--- config.mk ---
export PLATFORM = sky130hd
export DESIGN_NAME = picosoc_iomem_timer
export DESIGN_NICKNAME = d
export VERILOG_FILES = /design/src/rtl/picosoc_iomem_timer.sv
export SDC_FILE = /design/constraint.sdc
export NUM_CORES = 1
export LEC_CHECK = 0
export CAP_MARGIN = 20
export CELL_PAD_IN_SITES_DETAIL_PLACEMENT = 0
export CELL_PAD_IN_SITES_GLOBAL_PLACEMENT = 2
export CORE_ASPECT_RATIO = 1.1
export CORE_MARGIN = 8
export CORE_UTILIZATION = 31
export CTS_BUF_LIST = sky130_fd_sc_hd__clkbuf_4
export CTS_CLUSTER_SIZE = 28
export DETAILED_ROUTE_END_ITERATION = 8
export PLACE_DENSITY = 0.92
export SETUP_SLACK_MARGIN = 0.05
export SKIP_LAST_GASP = 1
export SYNTH_ARGS = -nofsm -noshare
export SYNTH_HDL_FRONTEND = slang
export SYNTH_SLANG_ARGS = --single-unit
--- constraint.sdc ---
create_clock -name clk -period 3.3 [get_ports clk]
set_input_delay 0.66 -clock clk [delete_from_list [all_inputs] [get_ports clk]]
set_output_delay 0.66 -clock clk [all_outputs]
set_load 0.02 [all_outputs]
--- src/rtl/picosoc_iomem_timer.sv ---
// Down-counting 32-bit timer on the picosoc iomem bus with reload and irq.
// Define PICOSOC_IOMEM_TIMER_PRESCALE_EN to add the 16-bit PRESCALE register.
module picosoc_iomem_timer #(
  parameter logic [31:0] BASE_ADDR = 32'h0300_0000
) (
  input  logic        clk,
  input  logic        resetn,
  input  logic        iomem_valid,
  output logic        iomem_ready,
  input  logic [3:0]  iomem_wstrb,
  input  logic [31:0] iomem_addr,
  input  logic [31:0] iomem_wdata,
  output logic [31:0] iomem_rdata,
  output logic        irq
);

  logic [2:0]  ctrl;
  logic [31:0] count;
  logic [31:0] reload;
  logic        exp_flag;

  logic        en;
  logic        ar;
  logic        ie;
  assign en = ctrl[0];
  assign ar = ctrl[1];
  assign ie = ctrl[2];

  logic        sel;
  logic        acc;
  logic        wr;
  logic [5:0]  off;
  logic [31:0] wmask;
  logic        unused_addr;

  assign sel = iomem_valid &&
               (iomem_addr[31:8] == BASE_ADDR[31:8]);
  assign acc = sel && !iomem_ready;
  assign wr  = acc && (iomem_wstrb != 4'b0000);
  assign off = iomem_addr[7:2];
  assign unused_addr = ^iomem_addr[1:0];

  assign wmask = {{8{iomem_wstrb[3]}},
                  {8{iomem_wstrb[2]}},
                  {8{iomem_wstrb[1]}},
                  {8{iomem_wstrb[0]}}};

  function automatic logic [31:0] merge(
    input logic [31:0] old
  );
    return (old & ~wmask) | (iomem_wdata & wmask);
  endfunction

  logic wr_ctrl;
  logic wr_count;
  logic wr_reload;
  logic wr_status;
  logic wr_pre;

  always_comb begin
    wr_ctrl   = 1'b0;
    wr_count  = 1'b0;
    wr_reload = 1'b0;
    wr_status = 1'b0;
    wr_pre    = 1'b0;
    if (wr) begin
      unique case (off)
        6'h00:   wr_ctrl   = 1'b1;
        6'h01:   wr_count  = 1'b1;
        6'h02:   wr_reload = 1'b1;
        6'h03:   wr_status = 1'b1;
        6'h04:   wr_pre    = 1'b1;
        default: ;
      endcase
    end
  end

  logic tick;

`ifdef PICOSOC_IOMEM_TIMER_PRESCALE_EN
  logic [15:0] prescale;
  logic [15:0] pcnt;

  assign tick = en && (pcnt == prescale);

  // Counter restarts from zero on any PRESCALE write or while stopped.
  always_ff @(posedge clk) begin
    if (!resetn) begin
      prescale <= 16'h0000;
      pcnt     <= 16'h0000;
    end else begin
      if (wr_pre) begin
        if (iomem_wstrb[0])
          prescale[7:0] <= iomem_wdata[7:0];
        if (iomem_wstrb[1])
          prescale[15:8] <= iomem_wdata[15:8];
      end
      if (!en || wr_pre || tick)
        pcnt <= 16'h0000;
      else
        pcnt <= pcnt + 16'd1;
    end
  end
`else
  logic unused_pre;
  assign unused_pre = wr_pre;
  assign tick = en;
`endif

  logic [31:0] count_nxt;
  logic        expire;
  logic        en_clr;

  always_comb begin
    count_nxt = count;
    expire    = 1'b0;
    en_clr    = 1'b0;
    if (tick) begin
      if (count > 32'd1) begin
        count_nxt = count - 32'd1;
      end else if (count == 32'd1) begin
        expire    = 1'b1;
        count_nxt = ar ? reload : 32'd0;
        en_clr    = !ar;
      end
    end
    // A CPU write overrides the same-cycle decrement.
    if (wr_count)
      count_nxt = merge(count);
  end

  logic [31:0] rd_mux;

  always_comb begin
    rd_mux = 32'd0;
    unique case (off)
      6'h00:   rd_mux = {29'd0, ctrl};
      6'h01:   rd_mux = count;
      6'h02:   rd_mux = reload;
      6'h03:   rd_mux = {31'd0, exp_flag};
`ifdef PICOSOC_IOMEM_TIMER_PRESCALE_EN
      6'h04:   rd_mux = {16'd0, prescale};
`endif
      default: rd_mux = 32'd0;
    endcase
  end

  always_ff @(posedge clk) begin
    if (!resetn) begin
      iomem_ready <= 1'b0;
      iomem_rdata <= 32'd0;
      irq         <= 1'b0;
      ctrl        <= 3'd0;
      count       <= 32'd0;
      reload      <= 32'd0;
      exp_flag    <= 1'b0;
    end else begin
      iomem_ready <= acc;
      iomem_rdata <= acc ? rd_mux : 32'd0;
      irq         <= exp_flag & ie;
      count       <= count_nxt;
      if (wr_ctrl && iomem_wstrb[0])
        ctrl <= iomem_wdata[2:0];
      else if (en_clr)
        ctrl[0] <= 1'b0;
      if (wr_reload)
        reload <= merge(reload);
      // Expiry beats a same-cycle write-1-to-clear.
      if (expire)
        exp_flag <= 1'b1;
      else if (wr_status && iomem_wstrb[0] &&
               iomem_wdata[0])
        exp_flag <= 1'b0;
    end
  end

endmodule

# Word-level counts from Yosys, hierarchy flattened
# Index checks and enable logic that the tools add are counted.
[word_totals]
in_bits = 71
register_bits = 102
out_inout_bits = 34
[classes]
addsub = 1
muxes = 24
magnitude_cmp = 1
bitwise = 7
n_eq_ne = 5
n_reduce_logical = 16
[ops]
columns = ["operator", "n"]
rows = [
  ["two-way mux 32 bit", 5],
  ["one-hot mux 32 bit (4 select lines)", 1],
  ["AND 32 bit", 3],
  ["OR 32 bit", 2],
  ["== test 32 x 1 -> 1 bit (second input constant)", 1],
  ["> comparator 32 x 1 -> 1 bit (second input constant)", 1],
  ["NOT 32 bit", 1],
  ["subtractor 32 x 1 -> 32 bit (second input constant)", 1],
  ["== test 24 x 18 -> 1 bit (second input constant)", 1],
  ["two-way mux 1 bit", 18],
  ["== test 6 x 2 -> 1 bit (second input constant)", 2],
  ["== test 6 x 1 -> 1 bit (second input constant)", 1],
  ["logical AND 1 bit", 6],
  ["zero test 6 bit", 1],
  ["nonzero test 2 bit", 3],
  ["AND reduction 2 bit", 2],
  ["nonzero test 4 bit", 1],
  ["nonzero test 3 bit", 1],
  ["zero test 1 bit", 2],
  ["AND 1 bit", 1],
]

# Longest topological paths before layout
[depth]
ltp_word = 9
ltp_mapped = 11

# Least setup slack after synthesis
# OpenSTA, ideal clock, no wires.
[synth_path]
path_kind = "input to register"
from = "input iomem_addr[15]"
to = "register (tool-made name)"
setup_slack_ps = 774
setup_time_ps = 122
arrival_time_ps = 2405
required_time_ps = 3178
stages = 7
cell_sequence = "nor4_1 -> nand4_1 -> nor4_4 -> nand2_1 -> and3_1 -> clkbuf_1 -> a221o_1"
[synth_lines]
columns = ["item", "line_no", "source"]
rows = [
  ["start, declared", "11", "input logic [31:0] iomem_addr,"],
]

==> results_dict.tcl <==
set metrics [dict create \
    power.ir.vdd_worst_mv 0.176 \
    hold_viol 0 \
    detailed_place_hpwl_um 11600 \
    fraction_of_final_layout_cells_with_drive_strength_greater_than_1_pct 9.50 \
    syn2layout_area_growth_pct 29.5 \
    max_buffers_root_to_sink 2 \
    detail_route.vias_per_cell 5.28 \
    post_cts.resized_instances 0 \
    cts-buffers-inserted 9 \
    worst_clock_skew_ns 0.0241 \
    htree_num_levels 3 \
    netlist_area_sq_mm 0.00497 \
    cts.repair_timing.setup_buffer_count 0 \
    powerDensity_mw_per_mm2 326 \
    drt-total-wl_um 16500 \
    postSynthCellCount 613 \
    grt_overflow_total 0 \
    grt_start_max_net_pins 36 \
    max_clock_freq_ghz 0.376 \
    cts_tree "yes" \
    synth.lib_cells_used.distinct 50 \
    yosysSeqAreaShare_pct 41.1 \
    worst_slew_pin_slew_ns 1.01 \
    core_area_sq_mm 0.0157 \
    final.period_utilization_pct 80.6 \
    antennaDiodeCount 0 \
    worstSkewPairLatency_ns 0.49 \
    port_buffers 102 \
    holdCritPathClass "reg -> reg" \
    clkSlewWorstSetupHoldPaths_ns 0.16 \
    synthesis.area_per_instance_sq_um 8.11 \
    maximum_fanout_along_the_worst_path 35 \
    first_global_vias 4997 \
    critical_path_arrival_ns 3.05 \
    dieHeight_um 149 \
    design.portCount 105 \
    grt_pass1_wl_um 26100 \
    track_usage_pct 16.4 \
    cts_root_buf "sky130_fd_sc_hd__clkbuf_4" \
    flip_flop_and_latch_count_after_synthesis 102 \
    drt_pre_antenna_iters 5 \
    synth-warning-count 0 \
    criticalPathCategory "reg -> reg" \
    die_area_sq_mm 0.0203 \
    tritoncts_num_sinks 102 \
    slew_headroom_pct 32.1 \
    syn_nets 686 \
    drt-wirelength-per-cell_um 18.0 \
    final_period_minus_worst_setup_slack_ns 2.66 \
    initial_core_utilization_pct 31.7 \
    postRouteAntennaNets 0 \
    cap_violations 0 \
    number_of_setup_violations_in_the_final_report 0 \
    drc_violations_left 0 \
    layout.nets 786 \
    routed-via-count 4839 \
    setup_repair_after_global_routing_missed_its_margin "false" \
    drt_first_iter_violations 309 \
    nature_of_the_critical_path_endpoint "register" \
    gp_congestion 0.860 \
    run_status "finished, final reports clean" \
    initial_antenna_violation_count 0 \
    placement_rows 48 \
    setup_tns_ns 0 \
    cellLeakagePower_nw 2.19 \
    final-instance-count-excl-fill 916 \
    die_w_um 137 \
    holdBufCountCts 0 \
    numPlacedInstances 902 \
    required_ns 3.69 \
    critPathLaunchType "register" \
    slew_viol_final 0 \
]
-- through the flow --
| stage | utilization, % | setup WS, ns | hold slack (ns) | total power [mW] | cell area [sq um] |
|---|---|---|---|---|---|
| final | 41.1 | 0.640 | 0.483 | 2.10 | 6440 |
| after global routing | 41.1 | 0.433 | 0.506 | 2.18 | 6440 |
| after CTS | 41.1 | 0.641 | 0.484 | 2.13 | 6440 |
| after detailed placement | 40.1 | 0.140 | 0.464 | 1.39 | 6290 |
| after global placement | 40.1 | 0.245 | 0.454 | 1.39 | 6290 |
| after floorplan | - | 0.774 | 0.445 | 1.28 | 4970 |
-- where the power goes --
group	internal, mW	leakage [nW]	total, mW	switching (mW)
clock network	0.308	0.0823	0.731	0.423
logic	0.0823	1.29	0.137	0.0543
registers	1.23	0.821	1.23	0.000000000505
-- kinds of logic (layout without fill, tap and decap cells) --
group	after synthesis	count (layout)	synth area share, %
buffers and inverters	49	152	4.41
muxes	5	5	1.01
DFF	102	102	41.1
AOI/OAI and AO/OA	167	167	22.2
and+or+nand+nor	261	261	26.1
adders and majority gates	2	2	0.503
xor gates and xnor gates	27	27	4.76
-- synth_stat cells (all sizes together) --
cell | instances | share of area [%]
xor2 | 10 | 1.8
or2 | 2 | 0.25
a22oi | 30 | 4.5
a211oi | 16 | 2.4
nor2 | 80 | 6.1
or3 | 4 | 0.50
o211ai | 1 | 0.43
inv | 4 | 0.30
buf | 12 | 1.6
nor4 | 21 | 4.2
o31ai | 4 | 0.60
clkbuf | 33 | 2.5
and2 | 2 | 0.25
nor3b | 3 | 0.45
ha | 2 | 0.50
nor4bb | 1 | 0.20
a222oi | 1 | 0.20
nand4 | 7 | 1.4
a311oi | 5 | 0.88
and3 | 11 | 1.4
nor4b | 1 | 0.18
nand3 | 17 | 1.8
a211o | 1 | 0.35
xnor2 | 17 | 3.0
o21ai | 24 | 2.4
a21oi | 65 | 6.6
nor2b | 1 | 0.13
mux2i | 5 | 1.0
dfxtp | 102 | 41
nand2 | 100 | 7.6
a31oi | 4 | 0.50
nor3 | 9 | 1.2
a221o | 16 | 3.2
or4 | 2 | 0.30
-- cells in the final DEF, fill, tap and decap left out, types with 2 or more instances in the layout --
| master | count |
|---|---|
| sky130_fd_sc_hd__nand2_1 | 99 |
| sky130_fd_sc_hd__clkbuf_4 | 10 |
| sky130_fd_sc_hd__o21ai_0 | 9 |
| sky130_fd_sc_hd__a221o_1 | 16 |
| sky130_fd_sc_hd__nor4_4 | 4 |
| sky130_fd_sc_hd__nand4_1 | 4 |
| sky130_fd_sc_hd__o21ai_1 | 15 |
| sky130_fd_sc_hd__a31oi_1 | 4 |
| sky130_fd_sc_hd__xnor2_1 | 17 |
| sky130_fd_sc_hd__dfxtp_1 | 102 |
| sky130_fd_sc_hd__xor2_1 | 10 |
| sky130_fd_sc_hd__a22oi_1 | 30 |
| sky130_fd_sc_hd__a21oi_1 | 64 |
| sky130_fd_sc_hd__a211oi_1 | 16 |
| sky130_fd_sc_hd__or3_1 | 4 |
| sky130_fd_sc_hd__or4_1 | 2 |
| sky130_fd_sc_hd__bufinv_16 | 2 |
| sky130_fd_sc_hd__o31ai_1 | 4 |
| sky130_fd_sc_hd__a311oi_1 | 5 |
| sky130_fd_sc_hd__nand3_1 | 16 |
| sky130_fd_sc_hd__nor3_1 | 7 |
| sky130_fd_sc_hd__nor4_1 | 13 |
| sky130_fd_sc_hd__nor2_1 | 77 |
| sky130_fd_sc_hd__nor2_2 | 3 |
| sky130_fd_sc_hd__ha_1 | 2 |
| sky130_fd_sc_hd__and3_1 | 11 |
| sky130_fd_sc_hd__nor4_2 | 4 |
| sky130_fd_sc_hd__clkdlybuf4s50_1 | 102 |
| sky130_fd_sc_hd__buf_4 | 32 |
| sky130_fd_sc_hd__inv_1 | 4 |
| sky130_fd_sc_hd__mux2i_1 | 5 |
| sky130_fd_sc_hd__nor3b_1 | 3 |
| sky130_fd_sc_hd__nand4_2 | 2 |
-- final cells by class --
class | instances | area (sq um)
clock buffer | 10 | 75.1
clock inverter | 4 | 73.8
fill | 1598 | 9240
inverter | 4 | 15.0
multi-input combinational | 462 | 2720
sequential | 102 | 2040
tap | 200 | 250
timing repair buffer | 134 | 1260
-- layer usage --
layer  GRT usage [%]  vias to the layer above  wire [um]
li1                -                     2389          -
met1            19.6                     2289       7110
met2            27.7                      134       8200
met3            3.13                       27        871
met4            7.31                        0        345
met5               0                        -          0
-- worst paths after layout --
kind / end / slack (ns) / depth (start not counted)
setup / recovery: register / 0.64 / 7
hold / removal: register / 0.48 / 2
setup reg to reg: register / 0.64 / 7
hold reg to reg: register / 0.48 / 2
-- critical path: stages, from the launching register on --
cell	delay (ns)
sky130_fd_sc_hd__dfxtp_1	0.43
sky130_fd_sc_hd__nor4_4	0.51
sky130_fd_sc_hd__nand3_2	0.26
sky130_fd_sc_hd__nor3_4	0.29
sky130_fd_sc_hd__o211ai_4	0.40
sky130_fd_sc_hd__a21oi_1	0.30
sky130_fd_sc_hd__a211oi_1	0.08
sky130_fd_sc_hd__a221o_1	0.30
Note: power is estimated with default switching activity, not from simulation.
